### config.mk
export PLATFORM = sky130hd
export DESIGN_NAME = data_memory_sync_flat
export DESIGN_NICKNAME = d
export VERILOG_FILES = /design/src/rtl/data_memory_sync_if.sv /design/src/rtl/data_memory_sync.sv /design/src/flat_wrapper.sv
export SDC_FILE = /design/constraint.sdc
export NUM_CORES = 1
export LEC_CHECK = 0
export ABC_AREA = 1
export BUFFER_PORTS_ARGS = -buffer_cell sky130_fd_sc_hd__buf_2
export CORE_MARGIN = 10
export CORE_UTILIZATION = 25
export CTS_BUF_LIST = sky130_fd_sc_hd__clkbuf_2 sky130_fd_sc_hd__clkbuf_4 sky130_fd_sc_hd__clkbuf_8
export DETAILED_ROUTE_END_ITERATION = 10
export HOLD_SLACK_MARGIN = 0.03
export PLACE_DENSITY = 0.47
export SLEW_MARGIN = 20
export SYNTH_ARGS = -nofsm -noshare
export SYNTH_HDL_FRONTEND = slang
export SYNTH_SLANG_ARGS = --single-unit
### constraint.sdc
create_clock -name clk -period 3.55 [get_ports clk]
set_clock_uncertainty 0.05 [all_clocks]
set_input_delay 0.1775 -clock clk [delete_from_list [all_inputs] [get_ports clk]]
set_output_delay 0.1775 -clock clk [all_outputs]
set_load 0.03 [all_outputs]
### src/rtl/data_memory_sync_if.sv
// Request/response bus between the datapath and data_memory_sync.
//   req    : access request (master -> slave), sampled only while ready=1
//   we     : 1 = write, 0 = read
//   addr   : word address (ADDR_W bits)
//   wdata  : write data (DATA_W bits)
//   rdata  : read data, valid while rvalid=1; holds otherwise
//   rvalid : one-cycle read-response strobe
//   ready  : memory accepts requests (initialisation finished)
//   err    : one-cycle strobe, previous accepted access was out of range
interface data_memory_sync_if #(
    parameter int DATA_W = 8,
    parameter int ADDR_W = 8
);
    logic              req;
    logic              we;
    logic [ADDR_W-1:0] addr;
    logic [DATA_W-1:0] wdata;
    logic [DATA_W-1:0] rdata;
    logic              rvalid;
    logic              ready;
    logic              err;

    modport master (
        output req, we, addr, wdata,
        input  rdata, rvalid, ready, err
    );

    modport slave (
        input  req, we, addr, wdata,
        output rdata, rvalid, ready, err
    );
endinterface

### src/rtl/data_memory_sync.sv
// Clocked data memory for the 8-bit datapath.
// After reset a sequencer fills every word (zero, or its own index), then the
// memory accepts one request per cycle: synchronous writes and latency-1 reads
// with a valid strobe. Accesses with addr >= DEPTH are flagged on err; such
// writes are dropped and such reads return zero.
//   clk   : system clock, rising edge
//   rst_n : asynchronous active-low reset
//   bus   : slave side of data_memory_sync_if (req/we/addr/wdata in,
//           rdata/rvalid/ready/err out)
module data_memory_sync #(
    parameter int DATA_W    = 8,
    parameter int ADDR_W    = 8,
    parameter int DEPTH     = 12,
    parameter int INIT_MODE = 1
) (
    input  logic               clk,
    input  logic               rst_n,
    data_memory_sync_if.slave  bus
);
    generate
        if (DEPTH < 1 || DEPTH > (1 << ADDR_W)) begin : g_bad_depth
            $error("data_memory_sync: DEPTH must lie in 1..2**ADDR_W");
        end
    endgenerate

    localparam int CNT_W = $clog2(DEPTH + 1);
    localparam int IDX_W = (DEPTH > 1) ? $clog2(DEPTH) : 1;
    localparam int EXT_W = (CNT_W > DATA_W) ? CNT_W : DATA_W;
    localparam logic [ADDR_W:0]  DEPTH_V = (ADDR_W + 1)'(DEPTH);
    localparam logic [CNT_W-1:0] LAST    = CNT_W'(DEPTH - 1);

    typedef enum logic {S_INIT, S_RUN} state_t;

    state_t            state;
    logic [CNT_W-1:0]  cnt;
    logic [DATA_W-1:0] mem [DEPTH];

    logic [DATA_W-1:0] rdata_q;
    logic              rvalid_q;
    logic              ready_q;
    logic              err_q;

    logic              in_range;
    logic              mem_we;
    logic [IDX_W-1:0]  acc_idx;
    logic [IDX_W-1:0]  mem_idx;
    logic [DATA_W-1:0] mem_wd;
    logic [DATA_W-1:0] init_val;
    logic [EXT_W-1:0]  cnt_ext;

    always_comb begin
        // Widen before slicing so the init value zero-extends or truncates
        // the counter to DATA_W regardless of which is wider.
        cnt_ext  = EXT_W'(cnt);
        init_val = (INIT_MODE != 0) ? cnt_ext[DATA_W-1:0] : '0;
        in_range = {1'b0, bus.addr} < DEPTH_V;
        acc_idx  = IDX_W'(bus.addr);
        if (state == S_INIT) begin
            // Held off while in reset so the array is only touched by the
            // sequencer once reset is released.
            mem_we  = rst_n;
            mem_idx = IDX_W'(cnt);
            mem_wd  = init_val;
        end else begin
            mem_we  = bus.req && bus.we && in_range;
            mem_idx = acc_idx;
            mem_wd  = bus.wdata;
        end
    end

    // Storage array: no reset, contents survive rst_n.
    always_ff @(posedge clk) begin
        if (mem_we) begin
            mem[mem_idx] <= mem_wd;
        end
    end

    always_ff @(posedge clk or negedge rst_n) begin
        if (!rst_n) begin
            state    <= S_INIT;
            cnt      <= '0;
            rdata_q  <= '0;
            rvalid_q <= 1'b0;
            ready_q  <= 1'b0;
            err_q    <= 1'b0;
        end else begin
            rvalid_q <= 1'b0;
            err_q    <= 1'b0;
            case (state)
                S_INIT: begin
                    cnt <= cnt + CNT_W'(1);
                    if (cnt == LAST) begin
                        state   <= S_RUN;
                        ready_q <= 1'b1;
                    end
                end
                S_RUN: begin
                    if (bus.req) begin
                        err_q <= !in_range;
                        if (!bus.we) begin
                            rvalid_q <= 1'b1;
                            rdata_q  <= in_range ? mem[acc_idx] : '0;
                        end
                    end
                end
                default: state <= S_INIT;
            endcase
        end
    end

    assign bus.rdata  = rdata_q;
    assign bus.rvalid = rvalid_q;
    assign bus.ready  = ready_q;
    assign bus.err    = err_q;
endmodule
### src/flat_wrapper.sv
// flat-port wrapper written by rule: the top's interface ports become plain ports
module data_memory_sync_flat 
#(
    parameter int DATA_W    = 8,
    parameter int ADDR_W    = 8,
    parameter int DEPTH     = 12,
    parameter int INIT_MODE = 1
)
  (clk, rst_n, bus_req, bus_we, bus_addr, bus_wdata, bus_rdata, bus_rvalid, bus_ready, bus_err);
  data_memory_sync_if #(.DATA_W(DATA_W), .ADDR_W(ADDR_W)) bus_i ();
  input  logic clk;
  input  logic rst_n;
  input wire logic [$bits(bus_i.req)-1:0] bus_req;
  input wire logic [$bits(bus_i.we)-1:0] bus_we;
  input wire logic [$bits(bus_i.addr)-1:0] bus_addr;
  input wire logic [$bits(bus_i.wdata)-1:0] bus_wdata;
  output wire logic [$bits(bus_i.rdata)-1:0] bus_rdata;
  output wire logic [$bits(bus_i.rvalid)-1:0] bus_rvalid;
  output wire logic [$bits(bus_i.ready)-1:0] bus_ready;
  output wire logic [$bits(bus_i.err)-1:0] bus_err;
  assign bus_i.req = bus_req;
  assign bus_i.we = bus_we;
  assign bus_i.addr = bus_addr;
  assign bus_i.wdata = bus_wdata;
  assign bus_rdata = bus_i.rdata;
  assign bus_rvalid = bus_i.rvalid;
  assign bus_ready = bus_i.ready;
  assign bus_err = bus_i.err;
  data_memory_sync #(.DATA_W(DATA_W), .ADDR_W(ADDR_W), .DEPTH(DEPTH), .INIT_MODE(INIT_MODE)) u_core (.clk(clk), .rst_n(rst_n), .bus(bus_i));
endmodule
==> reports/results.tsv <==
metric	value	unit
outcome	complete, no violations	
die height	160	um
most common cell in the netlist	nand2_1	
WL met2	5880	um
Multi-input gate area	1260	um^2
EDFF count, synth	96	
Synth top area share	0.590	
PD cells	428	nW/um^2
Final setup viols	0	
CTS Buf Count	9	
Post-route DRC	0	
Top Ports	31	
Placement Cell Area	5260	um^2
setup slack after layout	1.14	ns
Slew Limit Fails	0	
post-CTS sizing	0	
Tmin final	2.41	ns
max-cap viol count	0	
vias	3244	
number of global-route vias before repair	3324	
commonest cells in the netlist	nand2_1, edfxtp_1, nand3_1, inv_1, nor2_1	
clk buf depth	2	
endpoints failing hold	0	
Gate Count Post-Synth	474	
Crit-path slowest cell	dfrtp_1	
register area	3280	um^2
Yosys Warn Count	0	
critical-path cell list	inv_2, o21ai_4, and2_1, nand2_1, nor2_1	
M1 WL	5660	um
clk sink count	112	
hold_sp	bus_req	
Die X	160	um
launching point of the worst reg2reg path	u_core.state	
Fillers	2033	
Sw Ratio	0.240	
switching power	0.000561	W
cell internal pwr	0.00178	W
pre-CTS setup slack	1.04	ns
worst vdd ir	0.000160	V
first-pass GRT wire length	19400	um
crit path kind	reg2reg	
post-synth design cell area	4890	um^2
GRT Util Overall	0.0985	
antenna-violating nets left	0	
RSZ-0062 raised after global routing	no	
Reg2Reg Depth	5	
Root Buffer	clkbuf_8	
Synth-to-Final Area Change	11.7	%
post-DP HPWL	8350	um
CP peak stage delay	0.63	ns
Synth async-reset ratio	0.143	
largest net degree at the start of global routing	49	
Post-Route Setup TNS	0	ns
Distinct cells, synth	26	
DR WL met3	501	um
DRT Pass-1 Iters	5	
Final nets	518	
Worst EP required	3.53	ns
H-Tree Depth	3	
fin crit share	0.678	
Starting DRT DRC Count	248	
CP Data Arrival Time	2.39	ns
port bufs	30	
die area	25500	um^2
via density per instance	4.23	
post-synthesis sequential area ratio	0.672	
final WL	12300	um
register share of total power	0.612	
crit-path leading delay family	simple AND/OR/NAND/NOR gates	
layout cells sized above 1	0.131	
drt wl/cell	16.0	um
Ant. Diodes	0	
Worst Setup Start Kind	register	
Max Used Layer	met4	
Hold Path End	u_core.bus.err	
Hold Crit Depth	5	
worst slew pin tran	0.826	ns
WP buf/inv	1	
critical path endpoint category	register	
r2r setup slk	1.14	ns
Worst-path clk slew	0.10	ns
syn_area_per_cell	10.3	um^2
Synth area leaders	edfxtp_1, nand2_1, nand3_1	
Gate power share	0.070	
global route overflow	0	
clk_lat worst skew	0.39	ns
Leakage Power	2.26	nW
Initial Util	0.253	
initial antenna violation count	0	
# rows	51	
dominant synthesized flop cell	edfxtp_1	
hold slack	0.0755	ns
CORE AREA	19300	um^2
post-route cell area	5460	um^2
hold crit path type	in2reg	
Max FO, Critical Path	15	
relative slew slack	0.447	
area leader, netlist	edfxtp_1	
CTS tree	done	
Clock Power Share	0.317	
FF+latch count, synth	112	
capturing point of the worst reg2reg path	u_core.mem[4][7]	
Fmax	415	MHz
syn nets	495	
gp weighted congestion	0.790	
[state kept, by name (all words and copies together), names as in the netlist]
register,cells
u_core.bus.err,1
u_core.state,1
u_core.cnt,4
u_core.bus.rdata,8
u_core.bus.ready,1
u_core.bus.rvalid,1
u_core.mem,96
[area by class of cell]
| type | instances | area share |
|---|---|---|
| clock buffers | 12 | 0.0291 |
| flip-flops and latches | 112 | 0.601 |
| inverters | 59 | 0.0406 |
| multi-input cells | 282 | 0.231 |
| clock inverters | 4 | 0.00504 |
| repair buffers | 33 | 0.0321 |
| well taps | 265 | 0.0607 |
[placed cells by master, fill, tap and decap left out, types with 4 or more instances in the layout]
cell type  count
nand2_1      162
edfxtp_1      96
nand3_1       81
inv_1         54
buf_2         30
nor2_1        17
dfrtp_1       16
clkbuf_8      11
inv_2          5
nand2_2        4
[stage by stage]
stage | utilization | std cells | power [W]
detailed placement | 0.272 | 750 | 0.00163
CTS | 0.282 | 767 | 0.00236
floorplan | - | 474 | 0.00156
finish | 0.282 | 767 | 0.00234
global placement | 0.272 | 750 | 0.00163
global route | 0.282 | 767 | 0.00243
[worst max-delay path by stage]
stage	from	endpoint	slack, ns	cells past startpoint
after floorplan	u_core.state	u_core.mem[4][0]	1.68	8
after global placement	bus_addr[1]	u_core.mem[6][0]	1.09	7
after detailed placement	bus_addr[1]	u_core.mem[6][0]	1.04	7
after CTS	u_core.state	u_core.mem[4][0]	1.13	5
after global routing	u_core.state	u_core.mem[4][5]	0.91	5
final	u_core.state	u_core.mem[4][7]	1.14	5
[worst min-delay path, cell delays in order]
cell and delay (ns):
buf_2 0.08, nand2_1 0.06, inv_2 0.07, nand2_1 0.05
inv_1 0.05
[repair_timing]
action / CTS / global route
hold buffers: 1 / 0
setup buffers: 0 / 0
hold endpoints to repair: 16 / 0
[routing by layer]
layer | vias up | GRT usage
met4 | 0 | 0.0363
met3 | 14 | 0.0249
li1 | 1584 | -
met2 | 63 | 0.155
met1 | 1583 | 0.128
met5 | - | 0
[power groups by stage]
stage	Combinational (W)	Clock, W	Sequential, W
after floorplan	0.0000945	0	0.00147
after global placement	0.000166	0	0.00146
after detailed placement	0.000167	0	0.00146
after CTS	0.000168	0.000764	0.00143
after global routing	0.000184	0.000816	0.00143
final	0.000164	0.000742	0.00143
[kinds of logic after synthesis]
| logic type | share of synthesized area |
|---|---|
| AO/OA/AOI/OAI | 0.0128 |
| XOR/XNOR | 0.00538 |
| adder cells (fa/ha/maj) | 0.00256 |
| buffers and inverters | 0.0699 |
| flip-flops | 0.672 |
| AND/OR/NAND/NOR | 0.238 |
No activity file was read; power rests on OpenSTA's default activity.
